===== src/rtl/gate_vector_sequencer.sv =====
// gate_vector_sequencer
// Clocked stimulus source and response checker for a 3-input combinational
// gate. Sweeps {a,b,c} through 000..111 and holds each vector HOLD_CYCLES
// cycles. Samples f_in in the last cycle of each hold and compares it with
// the truth table of the latched gate function. Reports a fail map, an error
// count and pass/done status.
module gate_vector_sequencer #(
    parameter int HOLD_CYCLES = 4
) (
    input  logic       clk,
    input  logic       rst,
    input  logic       start,
    input  logic [2:0] func,
    output logic       a,
    output logic       b,
    output logic       c,
    input  logic       f_in,
    output logic       busy,
    output logic       done,
    output logic       pass,
    output logic [3:0] err_cnt,
    output logic [7:0] fail_vec
);

    typedef enum logic [1:0] {
        ST_IDLE = 2'd0,
        ST_RUN  = 2'd1,
        ST_DONE = 2'd2
    } state_t;

    // Last hold-counter value of a vector; the gate output is judged there.
    localparam logic [7:0] HOLD_LAST = 8'(HOLD_CYCLES - 1);

    // Expected gate output for function fn applied to vector v = {a,b,c}.
    function automatic logic gate_ref(input logic [2:0] fn, input logic [2:0] v);
        logic r;
        case (fn)
            3'd0:    r = &v;
            3'd1:    r = |v;
            3'd2:    r = ~&v;
            3'd3:    r = ~|v;
            3'd4:    r = ^v;
            3'd5:    r = ~^v;
            default: r = 1'b0;
        endcase
        return r;
    endfunction

    state_t      state_q, state_d;
    logic [2:0]  func_q, func_d;
    logic [2:0]  vec_q, vec_d;
    logic [7:0]  hold_q, hold_d;
    logic [2:0]  abc_q, abc_d;
    logic        busy_q, busy_d;
    logic        done_q, done_d;
    logic        pass_q, pass_d;
    logic [3:0]  err_cnt_q, err_cnt_d;
    logic [7:0]  fail_vec_q, fail_vec_d;

    logic        func_legal_s;
    logic        sample_s;
    logic        mismatch_s;
    logic        last_vec_s;

    assign func_legal_s = (func < 3'd6);
    assign sample_s     = (state_q == ST_RUN) && (hold_q == HOLD_LAST);
    assign mismatch_s   = sample_s && (f_in != gate_ref(func_q, vec_q));
    assign last_vec_s   = (vec_q == 3'd7);

    // State register and all registered datapath/outputs.
    always_ff @(posedge clk or posedge rst) begin
        if (rst) begin
            state_q    <= ST_IDLE;
            func_q     <= 3'd0;
            vec_q      <= 3'd0;
            hold_q     <= 8'd0;
            abc_q      <= 3'd0;
            busy_q     <= 1'b0;
            done_q     <= 1'b0;
            pass_q     <= 1'b0;
            err_cnt_q  <= 4'd0;
            fail_vec_q <= 8'd0;
        end else begin
            state_q    <= state_d;
            func_q     <= func_d;
            vec_q      <= vec_d;
            hold_q     <= hold_d;
            abc_q      <= abc_d;
            busy_q     <= busy_d;
            done_q     <= done_d;
            pass_q     <= pass_d;
            err_cnt_q  <= err_cnt_d;
            fail_vec_q <= fail_vec_d;
        end
    end

    // Next-state logic: start only counts in IDLE, sweep ends after vector 7.
    always_comb begin
        state_d = state_q;
        case (state_q)
            ST_IDLE: begin
                if (start) begin
                    if (func_legal_s) begin
                        state_d = ST_RUN;
                    end else begin
                        state_d = ST_DONE;
                    end
                end else begin
                    state_d = ST_IDLE;
                end
            end
            ST_RUN: begin
                if (sample_s && last_vec_s) begin
                    state_d = ST_DONE;
                end else begin
                    state_d = ST_RUN;
                end
            end
            ST_DONE: state_d = ST_IDLE;
            default: state_d = ST_IDLE;
        endcase
    end

    // Output/datapath logic: vector stepping, result accumulation, status.
    always_comb begin
        func_d     = func_q;
        vec_d      = vec_q;
        hold_d     = hold_q;
        pass_d     = pass_q;
        err_cnt_d  = err_cnt_q;
        fail_vec_d = fail_vec_q;
        case (state_q)
            ST_IDLE: begin
                if (start) begin
                    // Legal or not, an accepted start wipes the old result.
                    pass_d     = 1'b0;
                    err_cnt_d  = 4'd0;
                    fail_vec_d = 8'd0;
                    vec_d      = 3'd0;
                    hold_d     = 8'd0;
                    if (func_legal_s) begin
                        func_d = func;
                    end else begin
                        func_d = func_q;
                    end
                end else begin
                    hold_d = hold_q;
                end
            end
            ST_RUN: begin
                if (sample_s) begin
                    hold_d = 8'd0;
                    if (mismatch_s) begin
                        fail_vec_d = fail_vec_q | (8'd1 << vec_q);
                        err_cnt_d  = err_cnt_q + 4'd1;
                    end else begin
                        fail_vec_d = fail_vec_q;
                    end
                    if (last_vec_s) begin
                        // Final verdict includes this last sample.
                        pass_d = (err_cnt_q == 4'd0) && !mismatch_s;
                    end else begin
                        vec_d = vec_q + 3'd1;
                    end
                end else begin
                    hold_d = hold_q + 8'd1;
                end
            end
            ST_DONE: begin
                hold_d = 8'd0;
            end
            default: begin
                hold_d = 8'd0;
            end
        endcase

        busy_d = (state_d == ST_RUN);
        done_d = (state_d == ST_DONE);
        if (state_d == ST_RUN) begin
            abc_d = vec_d;
        end else begin
            abc_d = 3'd0;
        end
    end

    assign a        = abc_q[2];
    assign b        = abc_q[1];
    assign c        = abc_q[0];
    assign busy     = busy_q;
    assign done     = done_q;
    assign pass     = pass_q;
    assign err_cnt  = err_cnt_q;
    assign fail_vec = fail_vec_q;

endmodule


===== config.mk =====
export PLATFORM = sky130hd
export DESIGN_NAME = gate_vector_sequencer
export DESIGN_NICKNAME = d
export VERILOG_FILES = /design/src/rtl/gate_vector_sequencer.sv
export SDC_FILE = /design/constraint.sdc
export NUM_CORES = 1
export LEC_CHECK = 0
export BUFFER_PORTS_ARGS = -buffer_cell sky130_fd_sc_hd__buf_4
export CORE_ASPECT_RATIO = 1.25
export CORE_UTILIZATION = 45
export DETAILED_ROUTE_END_ITERATION = 7
export GPL_TIMING_DRIVEN = 0
export PLACE_DENSITY = 0.73
export RECOVER_POWER = 100
export SYNTH_ARGS = -nofsm -noshare
export SYNTH_HDL_FRONTEND = slang
export SYNTH_SLANG_ARGS = --single-unit

===== constraint.sdc =====
create_clock -name clk -period 2.35 [get_ports clk]
set_input_delay 0.1175 -clock clk [delete_from_list [all_inputs] [get_ports clk]]
set_output_delay 0.1175 -clock clk [all_outputs]
set_load 0.02 [all_outputs]

==> results of run 1 <==
repair_timing:
item | 4_1_cts | 5_1_grt
setup buffers | 0 | 0
setup endpoints to repair | 0 | 3
resized for setup | 0 | 2
routing by layer:
metal	track usage [%]	vias up
li1	-	716
met3	3.74	9
met5	0	-
met2	30.8	44
met1	24.6	698
met4	11.9	0
registers in the layout (all words and copies together), names as in the netlist:
signal and flops:
func_q 3, state_q 2, hold_q 8, fail_vec 8
pass 1, done 1, err_cnt 4, abc_q 3
busy 1, vec_q 3
area by class of cell:
cell class                 instances  area [µm²]  share of cell area (%)
sequential                        34         851                    42.1
timing repair buffer              24         113                    5.58
clock buffer                       7        86.3                    4.28
buffer                             5        28.8                    1.43
tap                               40        50.0                    2.48
inverter                           6        22.5                    1.12
multi-input combinational        140         863                    42.8
clock inverter                     1        5.00                   0.248
worst max-delay path: stages, from the launching register on:
cell and delay, ps:
sky130_fd_sc_hd__dfrtp_1 410, sky130_fd_sc_hd__ha_2 260, sky130_fd_sc_hd__or3b_1 450, sky130_fd_sc_hd__nor3_1 260
sky130_fd_sc_hd__o21ai_0 150, sky130_fd_sc_hd__buf_2 210, sky130_fd_sc_hd__nand2_2 130, sky130_fd_sc_hd__mux2i_1 190
through the flow:
| step | instance area (µm²) | power [mW] | cells |
|---|---|---|---|
| detailed placement | 1990 | 1.73 | 249 |
| CTS | 2080 | 2.19 | 257 |
| global placement | 1990 | 1.71 | 249 |
| finish | 2020 | 2.12 | 257 |
| global route | 2020 | 2.28 | 257 |
| floorplan | 1760 | 1.47 | 185 |
cell families after synthesis:
kind of cell             Yosys count  share of synthesized area, %
AND/OR/NAND/NOR                   74                          21.3
AO/OA/AOI/OAI                     52                          17.8
flip-flops                        34                          48.4
buffers and inverters             11                          2.92
adder cells (fa/ha/maj)            7                          4.98
multiplexers                       5                          2.92
XOR/XNOR                           2                          1.78
power breakdown:
group          switching [mW]  total [mW]  leakage [nW]  internal, mW
registers               0.135       0.864         0.451         0.729
clock network           0.209       0.445        0.0482         0.236
logic                   0.491       0.811         0.392         0.321
total                   0.834        2.12         0.891          1.29
cells in the mapped netlist (2+ instances only):
cell,number,area share (%)
sky130_fd_sc_hd__a21o_1,2,0.85
sky130_fd_sc_hd__nor3_1,3,0.85
sky130_fd_sc_hd__and2_1,4,1.4
sky130_fd_sc_hd__inv_1,6,1.3
sky130_fd_sc_hd__o21a_1,7,3.0
sky130_fd_sc_hd__buf_2,2,0.57
sky130_fd_sc_hd__nand3_1,4,1.1
sky130_fd_sc_hd__dfrtp_1,34,48
sky130_fd_sc_hd__a31oi_1,4,1.4
sky130_fd_sc_hd__nor4_1,3,1.1
sky130_fd_sc_hd__nor2_1,17,3.6
sky130_fd_sc_hd__clkbuf_1,2,0.43
sky130_fd_sc_hd__o21ai_0,18,5.1
sky130_fd_sc_hd__o31ai_1,3,1.3
sky130_fd_sc_hd__nand4_1,3,1.1
sky130_fd_sc_hd__nand2b_1,8,2.8
sky130_fd_sc_hd__ha_1,7,5.0
sky130_fd_sc_hd__a21oi_1,11,3.1
sky130_fd_sc_hd__nand2_1,22,4.7
sky130_fd_sc_hd__a22o_1,3,1.5
sky130_fd_sc_hd__mux2i_1,4,2.3
path summary, 6_finish.rpt:
kind / from / to / depth (start not counted)
min: func[0] / func_q[0] / 2
min in group asynchronous: rst / busy / 2
max: hold_q[0] / err_cnt[1] / 7
max reg2reg: hold_q[0] / err_cnt[1] / 7
max in group asynchronous: rst / pass / 2
min reg2reg: pass / pass / 2
==> results.md, run 1 <==
* Area grow syn2layout at 14.8%
* Via count of the first global-routing pass at 1391
* Number of warnings printed during yosys synthesis at 0
* Number of instances in the synthesized netlist at 185
* Final setup slack of the worst path at 208 ps
* Cell area after technology mapping at 0.00176 mm²
* Final worst path period share at 91.2%
* Leakage power figure at 0.891 nW
* Min Tclk post-route at 2140 ps
* Largest net degree at the start of global routing at 35
* Residual DRC count at 2
* Total power divided by cell area at 1050 mW/mm²
* Drt via density at 5.71
* Sink Count at 34
* Final-layout worst hold slack at 62.8 ps
* Slew Limit Headroom at 14.3%
* Bufs on Longest Clock Path at 2
* Classification of the worst setup path: reg2reg
* TritonCTS Buffers at 5
* Count of different cell masters after synthesis at 39
* Violations in the final reports: DRC
* Peak supply drop at 0.000514 V
* Portion of the post-synthesis area used by sequential elements at 48.4%
* Initial Utilization at 46.9%
* Most common cell after layout, fill and taps aside: sky130_fd_sc_hd__dfrtp_1
* Core Rows at 25
* Share of final-layout standard cells stronger than drive strength 1 at 9.68%
* Final total negative setup slack at 0 ps
* Routability-driven placement congestion ratio at 0.851
* Total core area at 0.00375 mm²
* Commonest non-fill, non-tap cells in the layout: sky130_fd_sc_hd__dfrtp_1 (34), sky130_fd_sc_hd__nand2_1 (22), sky130_fd_sc_hd__clkbuf_1 (21), sky130_fd_sc_hd__o21ai_0 (18), sky130_fd_sc_hd__nor2_1 (17)
* Number of buffers inserted by port buffering at 24
* Max FO, Critical Path at 10
* Hold violation count in the final report at 0
* FF+latch count, synth at 34
* Setup slack of the most critical reg-to-reg path at 210 ps
* Utilization of the core after routing at 53.8%
* Uppermost layer routed: met4
* Leading register cell type out of synthesis: sky130_fd_sc_hd__dfrtp_1
* Slew of the pin with the lowest slew margin at 1280 ps
* Initial drt markers at 72
* Detail-routed net length per standard cell at 14.1 µm
* GRT Resource Usage Total at 19.5%
* CTS hold repair buffers at 0
* Status: finished, violations left
* Die Outline Area at 0.00417 mm²
* FMAX at 467 MHz
* Data arrival time at the worst-slack endpoint at 2350 ps
* Via count at 1467
* Drt first pass iters at 6
* Wirelength, routed at 3630 µm
* Clock tree from TritonCTS: done
* H-Tree Depth at 2
* Worst clock skew at 7.37 ps
* Sum of met2 wire segment lengths after detailed routing at 1700 µm
* Placed wire-length estimate at 2570 µm
* Total congestion overflow after global routing at 0
* Worst setup timing slack at the placement stage at 116 ps
* Setup repair after global routing missed its margin: no
* Final antenna-violating net count at 0
* Height of the die at 71.9 µm
* Critical Path RT at 2560 ps
* Kind of end point of the critical path: register
* Top Ports at 25
* Synth async-reset ratio at 100%
* Post-synth EDFFs at 0
* Reg clk slew, reported paths at 70 ps
* Number of filler instances in the final layout at 349
* Met1 WL at 1650 µm
* Synth Area per Inst at 9.51 µm²
* Synthesized netlist net count at 199
* Max-capacitance violation count at 0
* Worst-skew pair later-pin latency at 290 ps
* Final setup violation count at 0
* Class of the worst hold path: in2reg
* Max-slew violation count at 0
* Root buffer cell: sky130_fd_sc_hd__clkbuf_8
* Number of antenna violations at the first check in global routing at 0
* Met3 wire len at 169 µm
* Final layout net count at 230
* Critical path startpoint category: register
* Die Width at 57.9 µm
* Total inserted antenna cells at 0
* Global-route wire length before repair at 6150 µm
No activity file was read; power rests on OpenSTA's default activity.
==> run 2, diff against run 1 <==
--- a/config.mk
+++ b/config.mk
@@ -10,7 +10,7 @@
 export CORE_UTILIZATION = 45
 export DETAILED_ROUTE_END_ITERATION = 7
 export GPL_TIMING_DRIVEN = 0
-export PLACE_DENSITY = 0.73
+export PLACE_DENSITY = 0.71
 export RECOVER_POWER = 100
 export SYNTH_ARGS = -nofsm -noshare
 export SYNTH_HDL_FRONTEND = slang
==> run 2 against run 1 <==
  * Largest cell class unchanged
  * Core utilization grew 0.57 points
  * Clock skew decreased by 4.2 ps
  * Design area is 1.1% higher
  * Cell count is the same
  * The flow still finishes with violations (DRC)
  * Critical path type unchanged
  * Via count shrank 3.4%
  * Routed wire length decreased by 2.3%
  * Worst setup slack worse by 51 ps
  * Clock power grew 13%
  * Combinational power grew 0.6%
  * Register-to-register slack lost 50 ps
  * First-iteration DRC count decreased by 32%
  * Largest power group unchanged
==> results.md, run 2 (synthesized netlist as in run 1, its figures left out) <==
* Status: finished, violations left
* Violations in the final reports: DRC
* Final worst path period share at 93.3% (+2.2 points)
* Setup repair after global routing missed its margin: no
* Total inserted antenna cells at 0 (unchanged)
* Peak supply drop at 0.000515 V (+0.22%)
* Routability-driven placement congestion ratio at 0.750 (-12%)
* Hold violation count in the final report at 0 (unchanged)
* Core Rows at 25 (unchanged)
* Slew of the pin with the lowest slew margin at 1260 ps (-20.7 ps)
* Final setup violation count at 0 (unchanged)
* FMAX at 456 MHz (-2.3%)
* Clock tree from TritonCTS: done
* Placed wire-length estimate at 2530 µm (-1.6%)
* Via count of the first global-routing pass at 1278 (-8.1%)
* Setup Buffers After CTS at 0 (unchanged)
* Initial Utilization at 46.9% (unchanged)
* Final antenna-violating net count at 0 (unchanged)
* Wirelength, routed at 3550 µm (-2.3%)
* Number of buffers inserted by port buffering at 24 (unchanged)
* Cell occurring most often along the worst timing path: sky130_fd_sc_hd__mux2i_1
* Residual DRC count at 4 (+2)
* Number of filler instances in the final layout at 371 (+6.3%)
* Cell type group with the largest total delay on the critical path: simple AND/OR/NAND/NOR gates
* GRT Resource Usage Total at 18.9% (-0.57 points)
* Drt via density at 5.51 (-3.4%)
* CTS hold repair buffers at 0 (unchanged)
* Global-route wire length before repair at 5950 µm (-3.4%)
* Die Width at 57.9 µm (unchanged)
* Standard cell with the maximum stage delay on the critical path: sky130_fd_sc_hd__or3b_1
* Detail-routed net length per standard cell at 13.8 µm (-2.3%)
* Max FO, Critical Path at 10 (unchanged)
* Classification of the worst setup path: reg2reg
* List of cells traversed by the critical path: ha_1 -> or3b_1 -> nor4_1 -> mux2i_1 -> buf_6 -> nand2_2 -> mux2i_1
* Top Ports at 25 (unchanged)
* Bufs on Longest Clock Path at 2 (unchanged)
* Commonest non-fill, non-tap cells in the layout: sky130_fd_sc_hd__dfrtp_1 (34), sky130_fd_sc_hd__nand2_1 (22), sky130_fd_sc_hd__clkbuf_1 (20), sky130_fd_sc_hd__o21ai_0 (18), sky130_fd_sc_hd__nor2_1 (17)
* Largest net degree at the start of global routing at 35 (unchanged)
* Critical path buffer and inverter count at 1 (unchanged)
* Max-capacitance violation count at 0 (unchanged)
* TritonCTS Buffers at 5 (unchanged)
* Total congestion overflow after global routing at 0 (unchanged)
* Die Outline Area at 0.00417 mm² (unchanged)
* Area grow syn2layout at 16.0%
* Total core area at 0.00375 mm² (unchanged)
* Largest stage delay on the critical path at 470 ps (+20 ps)
* Storage cell area at 851 µm² (unchanged)
* Initial drt markers at 49 (-32%)
* Via count at 1417 (-3.4%)
* Critical Path RT at 2560 ps (about the same)
* Max-slew violation count at 0 (unchanged)
* Final layout net count at 230 (unchanged)
* Kind of end point of the critical path: register
* Final total negative setup slack at 0 ps (unchanged)
* Leakage power figure at 0.903 nW (+1.4%)
* Data arrival time at the worst-slack endpoint at 2400 ps (+50 ps)
* Root buffer cell: sky130_fd_sc_hd__clkbuf_8
* Drt first pass iters at 6 (unchanged)
* Class of the worst hold path: in2reg
* Min Tclk post-route at 2190 ps (+51.1 ps)
* Most common cell after layout, fill and taps aside: sky130_fd_sc_hd__dfrtp_1
* Share of final-layout standard cells stronger than drive strength 1 at 10.1% (+0.46 points)
* Slew Limit Headroom at 15.6% (+1.4 points)
* Height of the die at 71.9 µm (unchanged)
* Sink Count at 34 (unchanged)
* Worst clock skew at 3.12 ps (-4.24 ps)
* H-Tree Depth at 2 (unchanged)
* Reg clk slew, reported paths at 70 ps (about the same)
* Number of antenna violations at the first check in global routing at 0 (unchanged)
* Total power divided by cell area at 1070 mW/mm² (+1.8%)
* Multi-input gate area at 866 µm² (+0.29%)
* Final-layout worst hold slack at 84.9 ps (+22.0 ps)
* Worst-skew pair later-pin latency at 280 ps (about the same)
* Critical path startpoint category: register
[run 2: final timing paths]
kind / from / end / slack (ps) / cells past startpoint
max in group asynchronous: rst / err_cnt[1] / 1410 / 2
min in group asynchronous: rst / abc_q[0] / 190 / 2
worst min-delay path: func[2] / func_q[2] / 80 / 3
worst min register to register: pass / pass / 480 / 2
worst max-delay path: hold_q[0] / err_cnt[1] / 160 / 7
worst max register to register: hold_q[0] / err_cnt[1] / 160 / 7
[run 2: power breakdown]
group	leakage, nW	total (mW)	internal [mW]	switching (mW)
sequential	0.451	0.863	0.729	0.134
combinational	0.395	0.816	0.320	0.495
clock	0.0575	0.502	0.296	0.206
[run 2: worst min-delay path, cell delays in order]
cell and delay [ps]:
sky130_fd_sc_hd__buf_4 80, sky130_fd_sc_hd__nor2_1 40, sky130_fd_sc_hd__nor2_1 90
[run 2: what timing repair did]
item / 4_1_cts / 5_1_grt
endpoints found under the setup margin: 0 / 4
hold endpoints to repair: 0 / 0
gates resized for setup: 0 / 2
[run 2: cell type report]
type                            instances  area share, %
Multi-Input combinational cell        140           42.4
Buffer                                  5           1.41
Inverter                                6           1.10
Clock buffer                            8           5.40
Tap cell                               40           2.45
Timing Repair Buffer                   24           5.52
Sequential cell                        34           41.7
[run 2: routing by layer]
metal	part of all wire, %	up-vias	GRT usage (%)
met2	46	36	29.0
met3	4.2	5	5.35
met5	0	-	0
li1	-	719	-
met1	48	657	25.8
met4	1.4	0	6.35
[run 2: metrics by stage]
| step | total power [mW] | cell area [µm²] | setup WS (ps) | std cells | util (%) |
|---|---|---|---|---|---|
| floorplan | 1.47 | 1760 | 450 | 185 | - |
| global placement | 1.72 | 1990 | 77.4 | 249 | 53.0 |
| detailed placement | 1.74 | 1990 | 77.5 | 249 | 53.0 |
| CTS | 2.24 | 2100 | 64.8 | 257 | 55.9 |
| global route | 2.35 | 2040 | 10.0 | 257 | 54.4 |
| finish | 2.18 | 2040 | 156 | 257 | 54.4 |
